--- config.mk ---
export PLATFORM = sky130hd
export DESIGN_NAME = arm_prog_loader
export DESIGN_NICKNAME = d
export VERILOG_FILES = /design/src/rtl/arm_loader_pkg.sv /design/src/rtl/arm_word_packer.sv /design/src/rtl/arm_prog_loader.sv
export SDC_FILE = /design/constraint.sdc
export NUM_CORES = 1
export LEC_CHECK = 0
export ABC_CLOCK_PERIOD_IN_PS = 2890
export CAP_MARGIN = 10
export CELL_PAD_IN_SITES_DETAIL_PLACEMENT = 0
export CELL_PAD_IN_SITES_GLOBAL_PLACEMENT = 2
export CORE_ASPECT_RATIO = 2
export CORE_MARGIN = 3
export CORE_UTILIZATION = 32
export DETAILED_ROUTE_END_ITERATION = 12
export GPL_TIMING_DRIVEN = 1
export PLACE_DENSITY_LB_ADDON = 0.1
export SETUP_SLACK_MARGIN = 0.4
export SYNTH_ARGS = -nofsm -noshare
export SYNTH_HDL_FRONTEND = slang
export SYNTH_SLANG_ARGS = --single-unit
--- constraint.sdc ---
create_clock -name clk -period 2.89 [get_ports clk]
set_input_delay 0.7225 -clock clk [delete_from_list [all_inputs] [get_ports clk]]
set_output_delay 0.7225 -clock clk [all_outputs]
set_load 0.01 [all_outputs]
--- src/rtl/arm_loader_pkg.sv ---
// Shared definitions for the ARM program loader: FSM encoding, default
// geometry and a small address helper used by the top level.
package arm_loader_pkg;

  localparam int          LOADER_DEPTH     = 1024;
  localparam int          LOADER_HOLD_CYC  = 4;
  localparam logic [31:0] LOADER_BASE_ADDR = 32'h0000_0000;

  typedef enum logic [2:0] {
    ST_IDLE  = 3'd0,
    ST_HDR   = 3'd1,
    ST_DATA  = 3'd2,
    ST_WRITE = 3'd3,
    ST_HOLD  = 3'd4,
    ST_RUN   = 3'd5,
    ST_ERR   = 3'd6
  } loader_state_e;

  // Byte address of word number idx in a word-addressed image starting at base.
  function automatic logic [31:0] word_byte_addr(input logic [31:0] base,
                                                 input logic [31:0] idx);
    return base + (idx << 2);
  endfunction

endpackage

--- src/rtl/arm_word_packer.sv ---
// Little-endian byte-to-word assembler. Completes after two bytes in header
// mode or four bytes otherwise; o_word_ready pulses in the accepting cycle.
module arm_word_packer (
  input  logic        clk,
  input  logic        rst,
  input  logic        i_clear,
  input  logic        i_hdr_mode,
  input  logic        i_take,
  input  logic [7:0]  i_byte,
  output logic        o_word_ready,
  output logic [31:0] o_word
);

  logic [1:0]  r_cnt;
  logic [31:0] r_word;
  logic        w_last;
  logic [31:0] w_word;

  // NOTE: every always_comb output gets a default first so no path leaves it
  // unassigned, which would otherwise infer a latch.
  always_comb begin
    w_word = r_word;
    w_last = i_hdr_mode ? (r_cnt == 2'd1) : (r_cnt == 2'd3);
    unique case (r_cnt)
      2'd0:    w_word[7:0]   = i_byte;
      2'd1:    w_word[15:8]  = i_byte;
      2'd2:    w_word[23:16] = i_byte;
      default: w_word[31:24] = i_byte;
    endcase
  end

  // The completed word is presented combinationally so the writer can
  // register it on the same edge that accepts the final byte.
  assign o_word_ready = i_take & w_last;
  assign o_word       = w_word;

  always_ff @(posedge clk) begin
    if (!rst) begin
      r_cnt  <= 2'd0;
      r_word <= 32'd0;
    end else if (i_clear) begin
      r_cnt  <= 2'd0;
      r_word <= 32'd0;
    end else if (i_take) begin
      if (w_last) begin
        r_cnt  <= 2'd0;
        r_word <= 32'd0;
      end else begin
        r_cnt  <= r_cnt + 2'd1;
        r_word <= w_word;
      end
    end
  end

endmodule

--- src/rtl/arm_prog_loader.sv ---
// Streams a length-prefixed program image into instruction memory while
// holding the CPU in reset, then releases it after a fixed hold period.
module arm_prog_loader
  import arm_loader_pkg::*;
#(
  parameter int          DEPTH     = LOADER_DEPTH,
  parameter logic [31:0] BASE_ADDR = LOADER_BASE_ADDR,
  parameter int          HOLD_CYC  = LOADER_HOLD_CYC
) (
  input  logic        clk,
  input  logic        rst,
  input  logic        start,
  input  logic        byte_valid,
  input  logic [7:0]  byte_data,
  output logic        byte_ready,
  output logic        imem_we,
  output logic [31:0] imem_addr,
  output logic [31:0] imem_wdata,
  output logic        cpu_rst,
  output logic        load_done,
  output logic        load_err
);

  localparam int IW = $clog2(DEPTH) + 1;
  localparam int HW = (HOLD_CYC > 1) ? $clog2(HOLD_CYC + 1) : 1;

  loader_state_e r_state;
  logic [IW-1:0] r_idx;
  logic [IW-1:0] r_count;
  logic [HW-1:0] r_hold_cnt;
  logic          r_byte_ready;
  logic          r_imem_we;
  logic [31:0]   r_imem_addr;
  logic [31:0]   r_imem_wdata;
  logic          r_cpu_rst;
  logic          r_load_done;
  logic          r_load_err;

  logic          w_take;
  logic          w_clear;
  logic          w_hdr_mode;
  logic          w_word_ready;
  logic [31:0]   w_word;
  logic [15:0]   w_hdr_count;

  assign w_take      = byte_valid & r_byte_ready;
  assign w_hdr_mode  = (r_state == ST_HDR);
  assign w_clear     = start & ((r_state == ST_IDLE) | (r_state == ST_RUN) |
                                (r_state == ST_ERR));
  assign w_hdr_count = w_word[15:0];

  arm_word_packer u_packer (
    .clk          (clk),
    .rst          (rst),
    .i_clear      (w_clear),
    .i_hdr_mode   (w_hdr_mode),
    .i_take       (w_take),
    .i_byte       (byte_data),
    .o_word_ready (w_word_ready),
    .o_word       (w_word)
  );

  // NOTE: sequential state uses non-blocking assignments only, so every
  // right-hand side below sees the values from before this clock edge.
  always_ff @(posedge clk) begin
    if (!rst) begin
      r_state      <= ST_IDLE;
      r_idx        <= '0;
      r_count      <= '0;
      r_hold_cnt   <= '0;
      r_byte_ready <= 1'b0;
      r_imem_we    <= 1'b0;
      r_imem_addr  <= 32'd0;
      r_imem_wdata <= 32'd0;
      r_cpu_rst    <= 1'b1;
      r_load_done  <= 1'b0;
      r_load_err   <= 1'b0;
    end else begin
      r_imem_we <= 1'b0;
      unique case (r_state)
        ST_IDLE: begin
          if (start) begin
            r_state      <= ST_HDR;
            r_byte_ready <= 1'b1;
            r_idx        <= '0;
          end
        end
        ST_HDR: begin
          if (w_word_ready) begin
            if (w_hdr_count == 16'd0) begin
              r_state      <= ST_HOLD;
              r_byte_ready <= 1'b0;
              r_hold_cnt   <= HW'(HOLD_CYC - 1);
            end else if (32'(w_hdr_count) > 32'(DEPTH)) begin
              r_state      <= ST_ERR;
              r_byte_ready <= 1'b0;
              r_load_err   <= 1'b1;
            end else begin
              r_state <= ST_DATA;
              r_count <= IW'(w_hdr_count);
            end
          end
        end
        ST_DATA: begin
          if (w_word_ready) begin
            r_state      <= ST_WRITE;
            r_byte_ready <= 1'b0;
            r_imem_we    <= 1'b1;
            r_imem_addr  <= word_byte_addr(BASE_ADDR, 32'(r_idx));
            r_imem_wdata <= w_word;
            r_idx        <= r_idx + IW'(1);
          end
        end
        ST_WRITE: begin
          // r_idx already counts the word just written.
          if (r_idx == r_count) begin
            r_state    <= ST_HOLD;
            r_hold_cnt <= HW'(HOLD_CYC - 1);
          end else begin
            r_state      <= ST_DATA;
            r_byte_ready <= 1'b1;
          end
        end
        ST_HOLD: begin
          if (r_hold_cnt == '0) begin
            r_state     <= ST_RUN;
            r_cpu_rst   <= 1'b0;
            r_load_done <= 1'b1;
          end else begin
            r_hold_cnt <= r_hold_cnt - HW'(1);
          end
        end
        ST_RUN: begin
          if (start) begin
            r_state      <= ST_HDR;
            r_cpu_rst    <= 1'b1;
            r_load_done  <= 1'b0;
            r_byte_ready <= 1'b1;
            r_idx        <= '0;
          end
        end
        ST_ERR: begin
          if (start) begin
            r_state      <= ST_HDR;
            r_load_err   <= 1'b0;
            r_byte_ready <= 1'b1;
            r_idx        <= '0;
          end
        end
        default: begin
          r_state      <= ST_IDLE;
          r_byte_ready <= 1'b0;
          r_cpu_rst    <= 1'b1;
          r_load_done  <= 1'b0;
          r_load_err   <= 1'b0;
        end
      endcase
    end
  end

  assign byte_ready = r_byte_ready;
  assign imem_we    = r_imem_we;
  assign imem_addr  = r_imem_addr;
  assign imem_wdata = r_imem_wdata;
  assign cpu_rst    = r_cpu_rst;
  assign load_done  = r_load_done;
  assign load_err   = r_load_err;

endmodule

==> metrics.csv <==
stage;metric;value;unit
logic_synthesis;seq_area_frac_synth;42.1;%
logic_synthesis;synth_fa_ha_area_share;1.81;%
logic_synthesis;synthMuxAreaShare;6.09;%
drt;m1WireLength;5360;um
drt;met2_length;8430;um
critical_path;cp_slowest_cell;or4_4;
pwr;power_switching;1.12;mW
critical_path;crit_chain;dlygate4sd2_1 > or4_4 > nor3_4 > o22a_4 > xor2_4 > buf_6 > a31oi_4 > a211oi_2;
clock_network;cts_buffer_depth;2;
critical_path;cp-start-kind;input port;
critical_path;worstSetupEndpointType;register;
die;row_count;63;
finish;final_cells;810;
pwr;seq_power_share;43.1;%
critical_path;crit_arrival;2590;ps
finish;nets;629;
clock_network;htreeDepth;3;
sta;finalCritPeriodShare;80.6;%
critical_path;critPathLaunch;byte_data[5];
global_route;grt_pass1_wl;23400;um
sta;finClkSkew;10.1;ps
logic_synthesis;yosysWarningCount;0;
logic_synthesis;synthArstFlopShare;0;%
pwr;combinationalPowerShare;21.6;%
critical_path;r2r-start;u_packer.r_cnt[0];
sta;rsz0062_at_grt;no;
clock_network;cts_hold_buf;0;
finish;antenna_cells;0;
sta;finalMaxSlewViolations;0;
global_route;grtUsageTotal;18.1;%
global_route;overflow;0;
critical_path;reg2reg_slack;610;ps
die;core;0.0148;mm2
run;cap_violations;0;
placed_design;dp_hpwl;10800;um
sta;layout_min_cycle_time;2330;ps
critical_path;worstSetupPathType;in2reg;
critical_path;cp.depth;8;
sta;holdWs;454;ps
drt;drtIter0Drc;132;
sta;setup_viol;0;
pwr;finalPower;3.45;mW
logic_synthesis;syn_area_per_cell;8.80;um2
global_route;grt_pass1_vias;4212;
critical_path;path_delay_family;simple AND/OR/NAND/NOR gates;
critical_path;cp_max_fo;6;
clock_network;cts_made_buffers;9;
drt;vias;4089;
logic_synthesis;ys.flop_type;dfxtp_1;
clock_network;cts_tree;yes;
logic_synthesis;synth_compound_area_share;19.3;%
pwr;power_switching_share;32.4;%
clock_network;clk_latency;350;ps
sta;timing.fmax;430;MHz
pwr;irDropWorstVdd;0.276;mV
clock_network;clk_pin_slew_worst_paths;70;ps
logic_synthesis;synth_top_family_by_area;compound AO/OA/AOI/OAI gates;
die;die_area;0.0168;mm2
drt;highest_layer;met4;
placed_design;port_buffers;59;
drt;ant_nets;0;
drt;wl;14600;um
die;top_level_ports;81;
status;status;finished clean;
pwr;p_clk_share;35.3;%
logic_synthesis;synth_top_area_cell;dfxtp_1;
die;start_util;32.7;%
sta;tightest_slew;748;ps
placed_design;numPlacedInstances;792;
die;die_height;180;um
global_route;grt_start_max_net_pins;62;
logic_synthesis;synth_top_area_share;42.1;%
worst_hold_path;holdPathStages;2;
critical_path;critical_path_buf_inv_count;2;
drt;viasPerCell;5.05;
critical_path;endpoint;r_count[9];
logic_synthesis;synth_simple_gate_area_share;17.4;%
drt;wire_per_inst;18.0;um
logic_synthesis;ys_types;53;
pwr;p_int;2.33;mW
clock_network;ctsRootBufferMaster;clkbuf_16;
pwr;power.density;574;mW/mm2
clock_network;clock-sinks;102;
global_route;antenna_found_initial;0;
logic_synthesis;ys_seq_elements;102;
pwr;cellLeakagePower;2.06;nW
finish;synthToLayoutAreaGrowth;23.8;%
finish;drive_gt1_share;13.0;%
sta;hold_viol;0;
sta;relSlewSlack;50.2;%
die;die_w;93.0;um
drt;dr.pass1.iters;4;
logic_synthesis;netlist_area;0.00485;mm2
finish;final.fill_count;1581;
critical_path;crit_path_max_incr_delay;520;ps
logic_synthesis;synth_edf_count;0;
drt;dr_wl_met3;370;um
drt;remaining_drc_errors;0;
worst_hold_path;min_path_type;reg2reg;
placed_design;finalWeightedCongestion;0.794;
logic_synthesis;synth-xor-area-share;4.72;%
critical_path;worstReg2RegEnd;r_count[9];
critical_path;critical_path_required;3150;ps
critical_path;rr_worst_depth;9;
logic_synthesis;ys_top_cells_by_area;dfxtp_1, nor2_1, mux2i_1, a211oi_1, nand2_1;
logic_synthesis;synthCells;551;
state kept, by name, indices dropped and copies added, names as in the netlist:
signal	flops
byte_ready	1
r_hold_cnt	3
r_count	11
imem_addr	11
u_packer.r_cnt	2
cpu_rst	1
r_idx	11
imem_wdata	32
load_done	1
u_packer.r_word	24
load_err	1
imem_we	1
r_state	3
synth_stat cells, types with 2 or more instances:
library cell    n
nor3_2          2
mux2_2          2
and2_1          2
o21ai_1         3
buf_4          21
dfxtp_1       102
buf_2           8
o21ai_0         9
nor3_1          8
mux2i_1        25
a21oi_1        33
nor4_1          2
a211oi_2        9
and3_1          5
a21o_1          3
a211oi_1       28
a311oi_1        2
nand3_1         5
xor2_1          6
nor2_1         70
xnor2_1        17
or4_1           2
nor2b_1         4
nand4_1        17
o21a_1          2
a22oi_1        24
clkbuf_1       34
nand2_1        51
inv_1           6
buf_6           5
nand2b_1        4
ha_1            7
a31oi_1        12
a221oi_1        2
layout make-up:
type                            instances  area (um2)  share of cell area [%]
Clock buffer                            9         225                    3.75
Tap cell                              195         244                    4.06
Clock inverter                          7        66.3                    1.10
Multi-Input combinational cell        394        2520                    42.1
Timing Repair Buffer                   96         876                    14.6
Sequential cell                       102        2040                    34.0
Inverter                                7        26.3                   0.438
repair_timing:
action	CTS	global route
buffers inserted	0	0
cloned	2	0
pin swaps	12	7
resized for setup	12	7
setup endpoints to repair	14	15
metal layers:
metal	up-vias	GRT usage, %
met2	89	35.5
met3	19	2.38
met4	0	6.69
met1	1948	18.6
li1	2033	-
met5	-	0
worst min-delay path, cell delays in order (launching register included):
cell     delay [ps]
dfxtp_1         310
nand2_1          50
a21oi_1          50
worst min path at each step:
stage | startpoint | end | slack [ps]
final | imem_addr[6] | imem_addr[6] | 450
after CTS | imem_addr[6] | imem_addr[6] | 460
after floorplan | r_hold_cnt[0] | r_hold_cnt[0] | 450
after global placement | imem_addr[2] | imem_addr[2] | 440
after detailed placement | imem_addr[6] | imem_addr[6] | 450
after global routing | imem_wdata[30] | imem_wdata[30] | 470
power by group through the flow:
stage	combinational [mW]	sequential, mW	clock [mW]
after floorplan	0.539	1.49	0
after global placement	0.732	1.52	0
after detailed placement	0.729	1.52	0
after CTS	0.747	1.49	1.25
after global routing	0.824	1.50	1.32
final	0.746	1.49	1.22
logic make-up (layout without fill, tap and decap cells):
logic type      count (synthesis)  count (layout)
other cells                     1              21
xor+xnor                       24              24
compound gates                133             133
flops                         102             102
buf+inv                        76             119
simple gates                  180             181
mux                            28              28
fa+ha+maj                       7               7
through the flow:
step | setup slack (ps) | area [um2] | setup TNS [ps] | utilization (%)
floorplan | 402 | 4920 | 0 | -
global placement | -22.6 | 5650 | -186 | 38.1
detailed placement | -56.5 | 5650 | -609 | 38.1
CTS | 410 | 5980 | 0 | 40.3
global route | 406 | 6000 | 0 | 40.5
finish | 562 | 6000 | 0 | 40.5
layout by cell type (no fill, tap or decap), drive strengths merged, types with 7 or more instances in the layout:
| cell | synthesis | layout |
|---|---|---|
| inv | 6 | 9 |
| dfxtp | 102 | 102 |
| o21ai | 12 | 12 |
| mux2i | 26 | 26 |
| a22oi | 24 | 24 |
| ha | 7 | 7 |
| and3 | 6 | 7 |
| xor2 | 7 | 7 |
| buf | 35 | 37 |
| a31oi | 12 | 12 |
| xnor2 | 17 | 17 |
| nor3 | 10 | 10 |
| clkbuf | 34 | 9 |
| a211oi | 37 | 37 |
| nand2 | 51 | 51 |
| nand4 | 17 | 17 |
| a21oi | 33 | 33 |
| conb | 1 | 21 |
| nor2 | 70 | 70 |
| clkdlybuf4s50 | 0 | 52 |
No activity file was read; power rests on OpenSTA's default activity.
